`src/rtl/fp_sqrt_pkg.sv`:
```
// Shared types and constants for the iterative single-precision square-root unit.
package fp_sqrt_pkg;

    typedef enum logic [2:0] {
        IDLE,
        UNPACK,
        NORM,
        ITER,
        ROUND,
        DONE
    } state_t;

    localparam logic [31:0] CANON_NAN = 32'h7FC00000;
    localparam logic [31:0] POS_INF   = 32'h7F800000;
    localparam int          BIAS      = 127;

    localparam logic [2:0] RM_RNE = 3'b000;
    localparam logic [2:0] RM_RTZ = 3'b001;
    localparam logic [2:0] RM_RDN = 3'b010;
    localparam logic [2:0] RM_RUP = 3'b011;
    localparam logic [2:0] RM_RMM = 3'b100;

    localparam int FF_NV = 4;
    localparam int FF_DZ = 3;
    localparam int FF_OF = 2;
    localparam int FF_UF = 1;
    localparam int FF_NX = 0;

endpackage

```
`src/rtl/fp_sqrt_round.sv`:
```
// Rounds the 25-bit root (24 significand bits + guard) and packs it into a positive single.
module fp_sqrt_round
    import fp_sqrt_pkg::*;
(
    input  logic [7:0]  i_exp,
    input  logic [24:0] i_root,
    input  logic        i_sticky,
    input  logic [2:0]  i_rm,
    output logic [31:0] o_result,
    output logic        o_nx
);

    logic        w_g;
    logic        w_inc;
    logic [24:0] w_sig;
    logic [7:0]  w_exp;

    assign w_g = i_root[0];

    // The root is never negative, so RDN behaves as RTZ and an exact tie cannot occur.
    always_comb begin
        w_inc = w_g;
        case (i_rm)
            RM_RTZ, RM_RDN: w_inc = 1'b0;
            RM_RUP:         w_inc = w_g | i_sticky;
            default:        w_inc = w_g;
        endcase
    end

    assign w_sig    = {1'b0, i_root[24:1]} + {24'b0, w_inc};
    assign w_exp    = i_exp + {7'b0, w_sig[24]};
    assign o_result = {1'b0, w_exp, (w_sig[24] ? w_sig[23:1] : w_sig[22:0])};
    assign o_nx     = w_g | i_sticky;

endmodule

```
`src/rtl/fp_sqrt_iter.sv`:
```
// Multi-cycle IEEE-754 single sqrt: restoring radix-2 recurrence, one root bit per cycle.
// Define FSQRT_SUBNORM_EN to normalize subnormal operands; otherwise they flush to signed zero.
module fp_sqrt_iter
    import fp_sqrt_pkg::*;
#(
    parameter int ITER_BITS = 25
) (
    input  logic        clk,
    input  logic        rst,
    input  logic        start,
    input  logic        kill,
    input  logic [31:0] a,
    input  logic [2:0]  rm,
    output logic        busy,
    output logic        valid,
    output logic [31:0] result,
    output logic [4:0]  fflags
);

    state_t      r_state;
    logic [31:0] r_a;
    logic [2:0]  r_rm;
    logic [49:0] r_rad;
    logic [26:0] r_rem;
    logic [24:0] r_root;
    logic [4:0]  r_cnt;
    logic [7:0]  r_rexp;
    logic [31:0] r_pres;
    logic [4:0]  r_pflags;
    logic        r_busy;
    logic        r_valid;
    logic [31:0] r_result;
    logic [4:0]  r_fflags;

    logic        w_exp_max;
    logic        w_exp_zero;
    logic        w_frac_zero;
    logic [23:0] w_p_sig;
    logic [8:0]  w_p_exp;
    logic [8:0]  w_esum;
    logic [49:0] w_rad0;
    logic [26:0] w_prem;
    logic [26:0] w_trial;
    logic        w_ge;
    logic [31:0] w_rnd_res;
    logic        w_rnd_nx;

`ifdef FSQRT_SUBNORM_EN
    logic [22:0] r_sig;
    logic [8:0]  r_exp;
    logic [23:0] w_sig_sh;
    assign w_sig_sh = {r_sig, 1'b0};
`endif

    assign w_exp_max   = &r_a[30:23];
    assign w_exp_zero  = ~|r_a[30:23];
    assign w_frac_zero = ~|r_a[22:0];

    // Operand entering the recurrence: straight from the input, or from the normalizer.
    always_comb begin
        w_p_sig = {1'b1, r_a[22:0]};
        w_p_exp = {1'b0, r_a[30:23]};
`ifdef FSQRT_SUBNORM_EN
        if (r_state == NORM) begin
            w_p_sig = w_sig_sh;
            w_p_exp = r_exp - 9'd1;
        end
`endif
    end

    // Biased E+127 is odd exactly when the unbiased exponent is odd; its half is the result exponent.
    assign w_esum  = w_p_exp + 9'(BIAS);
    assign w_rad0  = w_esum[0] ? {w_p_sig, 26'b0} : {1'b0, w_p_sig, 25'b0};

    assign w_prem  = {r_rem[24:0], r_rad[49:48]};
    assign w_trial = {1'b0, r_root[23:0], 2'b01};
    assign w_ge    = (w_prem >= w_trial);

    fp_sqrt_round u_round (
        .i_exp    (r_rexp),
        .i_root   (r_root),
        .i_sticky (|r_rem),
        .i_rm     (r_rm),
        .o_result (w_rnd_res),
        .o_nx     (w_rnd_nx)
    );

    always_ff @(posedge clk) begin
        if (rst) begin
            r_state  <= IDLE;
            r_a      <= '0;
            r_rm     <= '0;
            r_rad    <= '0;
            r_rem    <= '0;
            r_root   <= '0;
            r_cnt    <= '0;
            r_rexp   <= '0;
            r_pres   <= '0;
            r_pflags <= '0;
            r_busy   <= 1'b0;
            r_valid  <= 1'b0;
            r_result <= '0;
            r_fflags <= '0;
`ifdef FSQRT_SUBNORM_EN
            r_sig    <= '0;
            r_exp    <= '0;
`endif
        end else if (kill) begin
            r_state <= IDLE;
            r_busy  <= 1'b0;
            r_valid <= 1'b0;
        end else begin
            r_valid <= 1'b0;
            case (r_state)
                IDLE: begin
                    if (start) begin
                        r_a     <= a;
                        r_rm    <= rm;
                        r_busy  <= 1'b1;
                        r_state <= UNPACK;
                    end
                end
                UNPACK: begin
                    r_pflags <= '0;
                    r_rad    <= w_rad0;
                    r_rem    <= '0;
                    r_root   <= '0;
                    r_cnt    <= '0;
                    r_rexp   <= w_esum[8:1];
                    if (w_exp_max && !w_frac_zero) begin
                        r_pres          <= CANON_NAN;
                        r_pflags[FF_NV] <= ~r_a[22];
                        r_state         <= DONE;
                    end else if (w_exp_zero && w_frac_zero) begin
                        r_pres  <= {r_a[31], 31'b0};
                        r_state <= DONE;
`ifndef FSQRT_SUBNORM_EN
                    end else if (w_exp_zero) begin
                        r_pres  <= {r_a[31], 31'b0};
                        r_state <= DONE;
`endif
                    end else if (r_a[31]) begin
                        r_pres          <= CANON_NAN;
                        r_pflags[FF_NV] <= 1'b1;
                        r_state         <= DONE;
                    end else if (w_exp_max) begin
                        r_pres  <= POS_INF;
                        r_state <= DONE;
`ifdef FSQRT_SUBNORM_EN
                    end else if (w_exp_zero) begin
                        r_sig   <= r_a[22:0];
                        r_exp   <= 9'd1;
                        r_state <= NORM;
`endif
                    end else begin
                        r_state <= ITER;
                    end
                end
`ifdef FSQRT_SUBNORM_EN
                NORM: begin
                    r_sig <= w_sig_sh[22:0];
                    r_exp <= r_exp - 9'd1;
                    if (w_sig_sh[23]) begin
                        r_rad   <= w_rad0;
                        r_rexp  <= w_esum[8:1];
                        r_state <= ITER;
                    end
                end
`endif
                ITER: begin
                    r_rem   <= w_ge ? (w_prem - w_trial) : w_prem;
                    r_root  <= {r_root[23:0], w_ge};
                    r_rad   <= {r_rad[47:0], 2'b00};
                    r_cnt   <= r_cnt + 5'd1;
                    if (r_cnt == 5'(ITER_BITS - 1))
                        r_state <= ROUND;
                end
                ROUND: begin
                    r_pres   <= w_rnd_res;
                    r_pflags <= {4'b0, w_rnd_nx};
                    r_state  <= DONE;
                end
                DONE: begin
                    r_result <= r_pres;
                    r_fflags <= r_pflags;
                    r_valid  <= 1'b1;
                    r_busy   <= 1'b0;
                    r_state  <= IDLE;
                end
                default: r_state <= IDLE;
            endcase
        end
    end

    assign busy   = r_busy;
    assign valid  = r_valid;
    assign result = r_result;
    assign fflags = r_fflags;

endmodule

```
`config.mk`:
```
export PLATFORM = sky130hd
export DESIGN_NAME = fp_sqrt_iter
export DESIGN_NICKNAME = d
export VERILOG_FILES = /design/src/rtl/fp_sqrt_pkg.sv /design/src/rtl/fp_sqrt_round.sv /design/src/rtl/fp_sqrt_iter.sv
export SDC_FILE = /design/constraint.sdc
export NUM_CORES = 1
export LEC_CHECK = 0
export BUFFER_PORTS_ARGS = -buffer_cell sky130_fd_sc_hd__clkbuf_2
export CORE_MARGIN = 10
export CORE_UTILIZATION = 61
export DETAILED_ROUTE_END_ITERATION = 6
export GPL_ROUTABILITY_DRIVEN = 1
export PLACE_DENSITY = 0.81
export SLEW_MARGIN = 20
export SYNTH_ARGS = -nofsm -noshare
export SYNTH_HDL_FRONTEND = slang
export SYNTH_HIERARCHICAL = 1
export SYNTH_SLANG_ARGS = --single-unit
```
`constraint.sdc`:
```
create_clock -name clk -period 4.4 [get_ports clk]
set_input_delay 0.22 -clock clk [delete_from_list [all_inputs] [get_ports clk]]
set_output_delay 0.22 -clock clk [all_outputs]
set_load 0.02 [all_outputs]
```
## After elaboration in Yosys (flattened, before gate mapping)

Cells that the tools add are included.

| word-level totals | value |
|---|---|
| bits in registers | 229 |
| latch bits | 0 |
| memory bits (writable) | 0 |
| ROM bits | 0 |
| input bits | 39 |
| word-level logic and storage cells | 86 |
| memories kept | 0 |

| operators by class | value |
|---|---|
| $add $sub $neg | 5 |
| multipliers | 0 |
| divide/modulo/power cells | 0 |
| $lt $le $gt $ge | 1 |
| eq/ne operators | 11 |
| shifts and indexed selects | 0 |
| multiplexer cells | 30 |
| bitwise operators | 3 |
| reductions and logical operators | 22 |

Operators with widths:

| operator | count |
|---|---|
| 2-to-1 mux 32 bit | 5 |
| case mux 50 bit (2 select lines) | 1 |
| case mux 32 bit (2 select lines) | 1 |
| case mux 27 bit (2 select lines) | 1 |
| 2-to-1 mux 50 bit | 1 |
| case mux 25 bit (2 select lines) | 1 |
| >= comparator 27 x 26 -> 1 bit | 1 |
| 2-to-1 mux 27 bit | 1 |
| OR reduction 27 bit | 1 |
| subtractor 27 x 26 -> 27 bit | 1 |
| adder 24 x 1 -> 25 bit | 1 |
| 2-to-1 mux 23 bit | 1 |
| OR reduction 23 bit | 1 |
| 2-to-1 mux 3 bit | 7 |
| case mux 5 bit (2 select lines) | 2 |
| case mux 3 bit (4 select lines) | 1 |
| AND reduction 2 bit | 6 |
| adder 8 x 7 -> 9 bit (second input constant) | 1 |
| equality test 3 x 2 -> 1 bit (second input constant) | 3 |
| adder 8 x 1 -> 8 bit | 1 |
| AND reduction 8 bit | 1 |
| OR reduction 8 bit | 1 |
| equality test 3 x 1 -> 1 bit (second input constant) | 2 |
| equality test 3 bit (second input constant) | 2 |
| 14 further kinds | 28 |

## Depth between registers and ports, before layout

| logic depth | value |
|---|---|
| depth in word-level cells | 7 |
| mapped depth | 15 |
| depth with buffers taken out | 15 |

## Modules after synthesis

Netlist, hierarchy kept.

By module, submodules not included:

| module | instances | cells an instance | area each (sq um) | sequential area each (sq um) |
|---|---|---|---|---|
| fp_sqrt_iter | 1 | 1,196 | 9,370.2 | 3,963.8 |
| fp_sqrt_round | 1 | 132 | 854.6 | 0.0 |

## Least setup slack after synthesis

No wires, ideal clock.

| path | value |
|---|---|
| path type | register to register |
| from | reg r_rem[24] |
| to | reg r_pres[27] |
| setup time | 0.132 ns |
| arrival | 3.014 ns |
| required time | 4.268 ns |
| path slack | 1.254 ns |
| cell stages (with the launch flop) | 16 |
| path buffers | 0 |
| period minus slack after synthesis | 3.146 ns |
| cell sequence | dfxtp_1 > nor4_1 > and4_1 > nand4_1 > a21oi_1 > o21ai_0 > ha_1 > ha_1 > nand4_1 > or4_1 > nor3_1 > ha_1 > nand3_1 > xnor2_1 > o211ai_1 > a21oi_1 |

| on the way | value |
|---|---|
| longest elaborated chain between the ends | 6 |

RTL lines:

| element | line | source |
|---|---|---|
| start: declaration | fp_sqrt_iter.sv:24 | `logic [26:0] r_rem;` |
| start signal: assignment | fp_sqrt_iter.sv:171 | `r_rem <= w_ge ? (w_prem - w_trial) : w_prem;` |
| OR reduction 27 bit | fp_sqrt_iter.sv:82 | `.i_sticky (\|r_rem),` |
| OR 1 bit | fp_sqrt_round.sv:25 | `RM_RUP: w_inc = w_g \| i_sticky;` |
| case mux 1 bit (2 select lines) | fp_sqrt_round.sv:23 | `case (i_rm)` |
| adder 24 x 1 -> 25 bit | fp_sqrt_round.sv:30 | `assign w_sig = {1'b0, i_root[24:1]} + {24'b0, w_inc};` |
| adder 8 x 1 -> 8 bit | fp_sqrt_round.sv:31 | `assign w_exp = i_exp + {7'b0, w_sig[24]};` |
| named net w_rnd_res[27] | fp_sqrt_iter.sv:45 | `logic [31:0] w_rnd_res;` |
| case mux 32 bit (2 select lines) | fp_sqrt_iter.sv:114 | `case (r_state)` |
| end signal: assignment | fp_sqrt_iter.sv:135 | `r_pres <= {r_a[31], 31'b0};` |
| end signal: assignment | fp_sqrt_iter.sv:139 | `r_pres <= {r_a[31], 31'b0};` |
| end signal: assignment | fp_sqrt_iter.sv:179 | `r_pres <= w_rnd_res;` |
| end: declaration | fp_sqrt_iter.sv:28 | `logic [31:0] r_pres;` |

The timed path passes the listed nets, and every way through them passes these cells.
A chain may end at the register's enable or synchronous reset.

## Final worst setup path

Same ends and word-level chain as after synthesis.

==> out/qor.yml <==
crit_path_start_kind: "register"
cts_root_buf: "clkbuf_16"
critPathMaxStageDelay_ns: 0.70
yosys.area.top_type: "dfxtp_1"
rsz0062_at_grt: "false"
drc_errors: 0
p_per_area_mw_per_mm2: 319.6
rows: 47
globalRoute.totalOverflow: 0
dpl.hpwl_um: 17460
synth_warnings: 6
ctsLongestPathBuffers: 2
post_cts_buffers: 0
finalHoldViolCount: 0
syn_area_mm2: 0.01022
drt-met1-wl_um: 11140
power_w: 0.003622
synthFlopType: "dfxtp_1"
clk_latency_ns: 0.43
grt_pass1_vias: 8731
core-area_mm2: 0.01652
wl_um: 25240
htree_levels: 4
io_buffers: 74
ys_types: 63
skew_ns: 0.008389
vias_per_cell: 5.955
numCtsBuffers: 17
fin_crit_ns: 3.815
synthCells: 1328
ir_worst_vdd_mv: 0.2947
endpoint_kind: "register"
area_growth_pct: 10.85
clkSinkCount: 198
cp.required_ns: 4.68
min_from: "a[5]"
die_x_um: 149.5
firstDrtPassIters: 5
status: "completed"
gr-usage-all-layers: 0.2237
worstHoldEndpoint: "r_a[5]"
worst_pin_slew_ns: 1.048
synth_common_cells: "nand2_1 (238), dfxtp_1 (198), a21oi_1 (172)"
async_flop_share: 0
cts_tree: "yes"
yosys-top-cells-area: "dfxtp_1 (39%), nand2_1 (8.7%), a21oi_1 (8.4%)"
start_util: 0.6188
path_common_cell: "ha_1"
rr_worst_depth: 15
fmax_ghz: 0.2621
min_delay_path_depth: 3
wl_per_cell_um: 15.84
crit_type: "reg2reg"
synth_top_cell_area_share: 0.3877
fp.dieArea_mm2: 0.02234
yosysMostFrequentCell: "nand2_1"
route.met3.wl_um: 1204
min_path_type: "in2reg"
vias: 9492
dpl_cell_area_mm2: 0.01061
wl_met2_um: 12440
rrSetupSlack_ns: 0.59
ctsResizeCount: 0
crit_path_cell_trace: "nor4_1 > and4_1 > nand4_1 > a21oi_1 > o21ai_0 > ha_1 > ha_1 > nand4_1 > or4_1 > nor3_1 > ha_1 > nand3_1 > xnor2_1 > o211ai_1 > a21oi_1"
antennaDiodeCount: 0
leakage_nw: 4.133
antenna_found_initial: 0
setup_viol: 0
fin_crit_sh: 0.8670
yosys_register_bits: 198
slew_headroom: 0.3012
crit_slowest_cell: "or4_1"
cp.arrival_ns: 4.09
fp.dieH_um: 149.5
num_io_pins: 78
gp_congestion: 0.9099
clkTransAtPathRegs_ns: 0.07
highest-signal-layer: "met4"
reg2reg_to: "r_pres[27]"
drv_cap: 0
fin_tns_setup_ns: 0
grt_pass1_wl_um: 42080
drt-initial-drc-count: 896
worst-path-max-fanout: 6
reg2reg_from: "r_rem[24]"
slew_violations: 0
syn_area_per_cell_um2: 7.699
seq_area_frac_synth: 0.3877
finalInstanceArea_mm2: 0.01133
cts-hold-fix-buffers: 15
grt_max_degree: 107
final_antenna_net_count: 0
nNetsFinal: 1435
synth_edf_count: 0
drive_gt1_frac: 0.09898
-- cells in the final DEF, fill, tap and decap left out, types with 11 or more instances in the layout --
cell	netlist	final
a21oi_1	172	172
a221oi_1	22	22
a22oi_1	34	34
buf_4	9	15
clkbuf_16	0	17
clkbuf_2	0	73
dfxtp_1	198	198
dlygate4sd3_1	0	15
ha_1	34	34
inv_1	62	62
mux2i_1	35	35
nand2_1	238	238
nand3_1	41	41
nand4_1	22	22
nor2_1	109	109
nor3_1	19	19
nor4_1	17	17
o211ai_1	14	14
o21ai_0	43	43
o21ai_1	11	11
xnor2_1	24	24
xor2_1	26	26
-- power by group --
part           internal, W  switching [W]  leakage, nW  total, W
registers          0.00182      0.0000271         1.60   0.00184
clock network     0.000853       0.000680        0.277   0.00153
logic            0.0000920       0.000154         2.26  0.000246
total              0.00276       0.000861         4.13   0.00362
-- cell families after synthesis --
logic type	after synthesis	share of synthesized area
multiplexers	37	0.03647
buffers and inverters	152	0.06106
flip-flops	198	0.3877
AO/OA/AOI/OAI	347	0.2047
AND/OR/NAND/NOR	508	0.2249
other	2	0.0007345
adder cells (fa/ha/maj)	34	0.04161
XOR/XNOR	50	0.04283
-- critical path: cells and delay by family (launching register included) --
kind / cells / cell delay, ns
AND/OR/NAND/NOR: 7 / 1.72
adder cells (fa/ha/maj): 3 / 0.71
AO/OA/AOI/OAI: 4 / 0.60
flip-flops: 1 / 0.51
XOR/XNOR: 1 / 0.14
-- layout make-up --
cell class	instances	area, um^2
repair buffers	103	628.1
fillers	1373	5190
multi-input cells	980	5663
inverters	62	232.7
flip-flops and latches	198	3964
clock buffers	20	446.7
well taps	220	275.3
clock inverters	11	125.1
-- flip-flops by register name, indices dropped and copies added (netlist names), 5 cells and up --
signal  flops
r_a        32
r_cnt       5
r_pres     32
r_rad      25
r_rem      27
r_rexp      8
r_root     25
result     32
-- per-stage QoR --
step           utilization  cells  hold slack (ns)  setup slack (ns)
2_1_floorplan            -   1330           0.3560             1.254
3_3_place_gp        0.6421   1548           0.4404            0.7330
3_5_place_dp        0.6421   1548           0.4431            0.6847
4_1_cts             0.6858   1594       0.00009087            0.6601
5_1_grt             0.6859   1594         0.006093            0.3788
6_report            0.6859   1594         0.007798            0.5850
-- how the worst max path moves through the flow --
| stage | from | end | depth (start not counted) |
|---|---|---|---|
| finish | r_rem[24] | r_pres[27] | 15 |
| global placement | r_rem[24] | r_pres[27] | 15 |
| floorplan | r_rem[24] | r_pres[27] | 15 |
| CTS | r_rem[24] | r_pres[27] | 15 |
| detailed placement | r_rem[24] | r_pres[27] | 15 |
| global route | r_rem[24] | r_pres[27] | 15 |
-- per-layer routing --
layer,vias to the layer above,global-route usage
met1,4497,0.2875
met5,-,0
met3,33,0.04046
met4,0,0.07017
li1,4710,-
met2,252,0.3722
No activity file was read; power rests on OpenSTA's default activity.
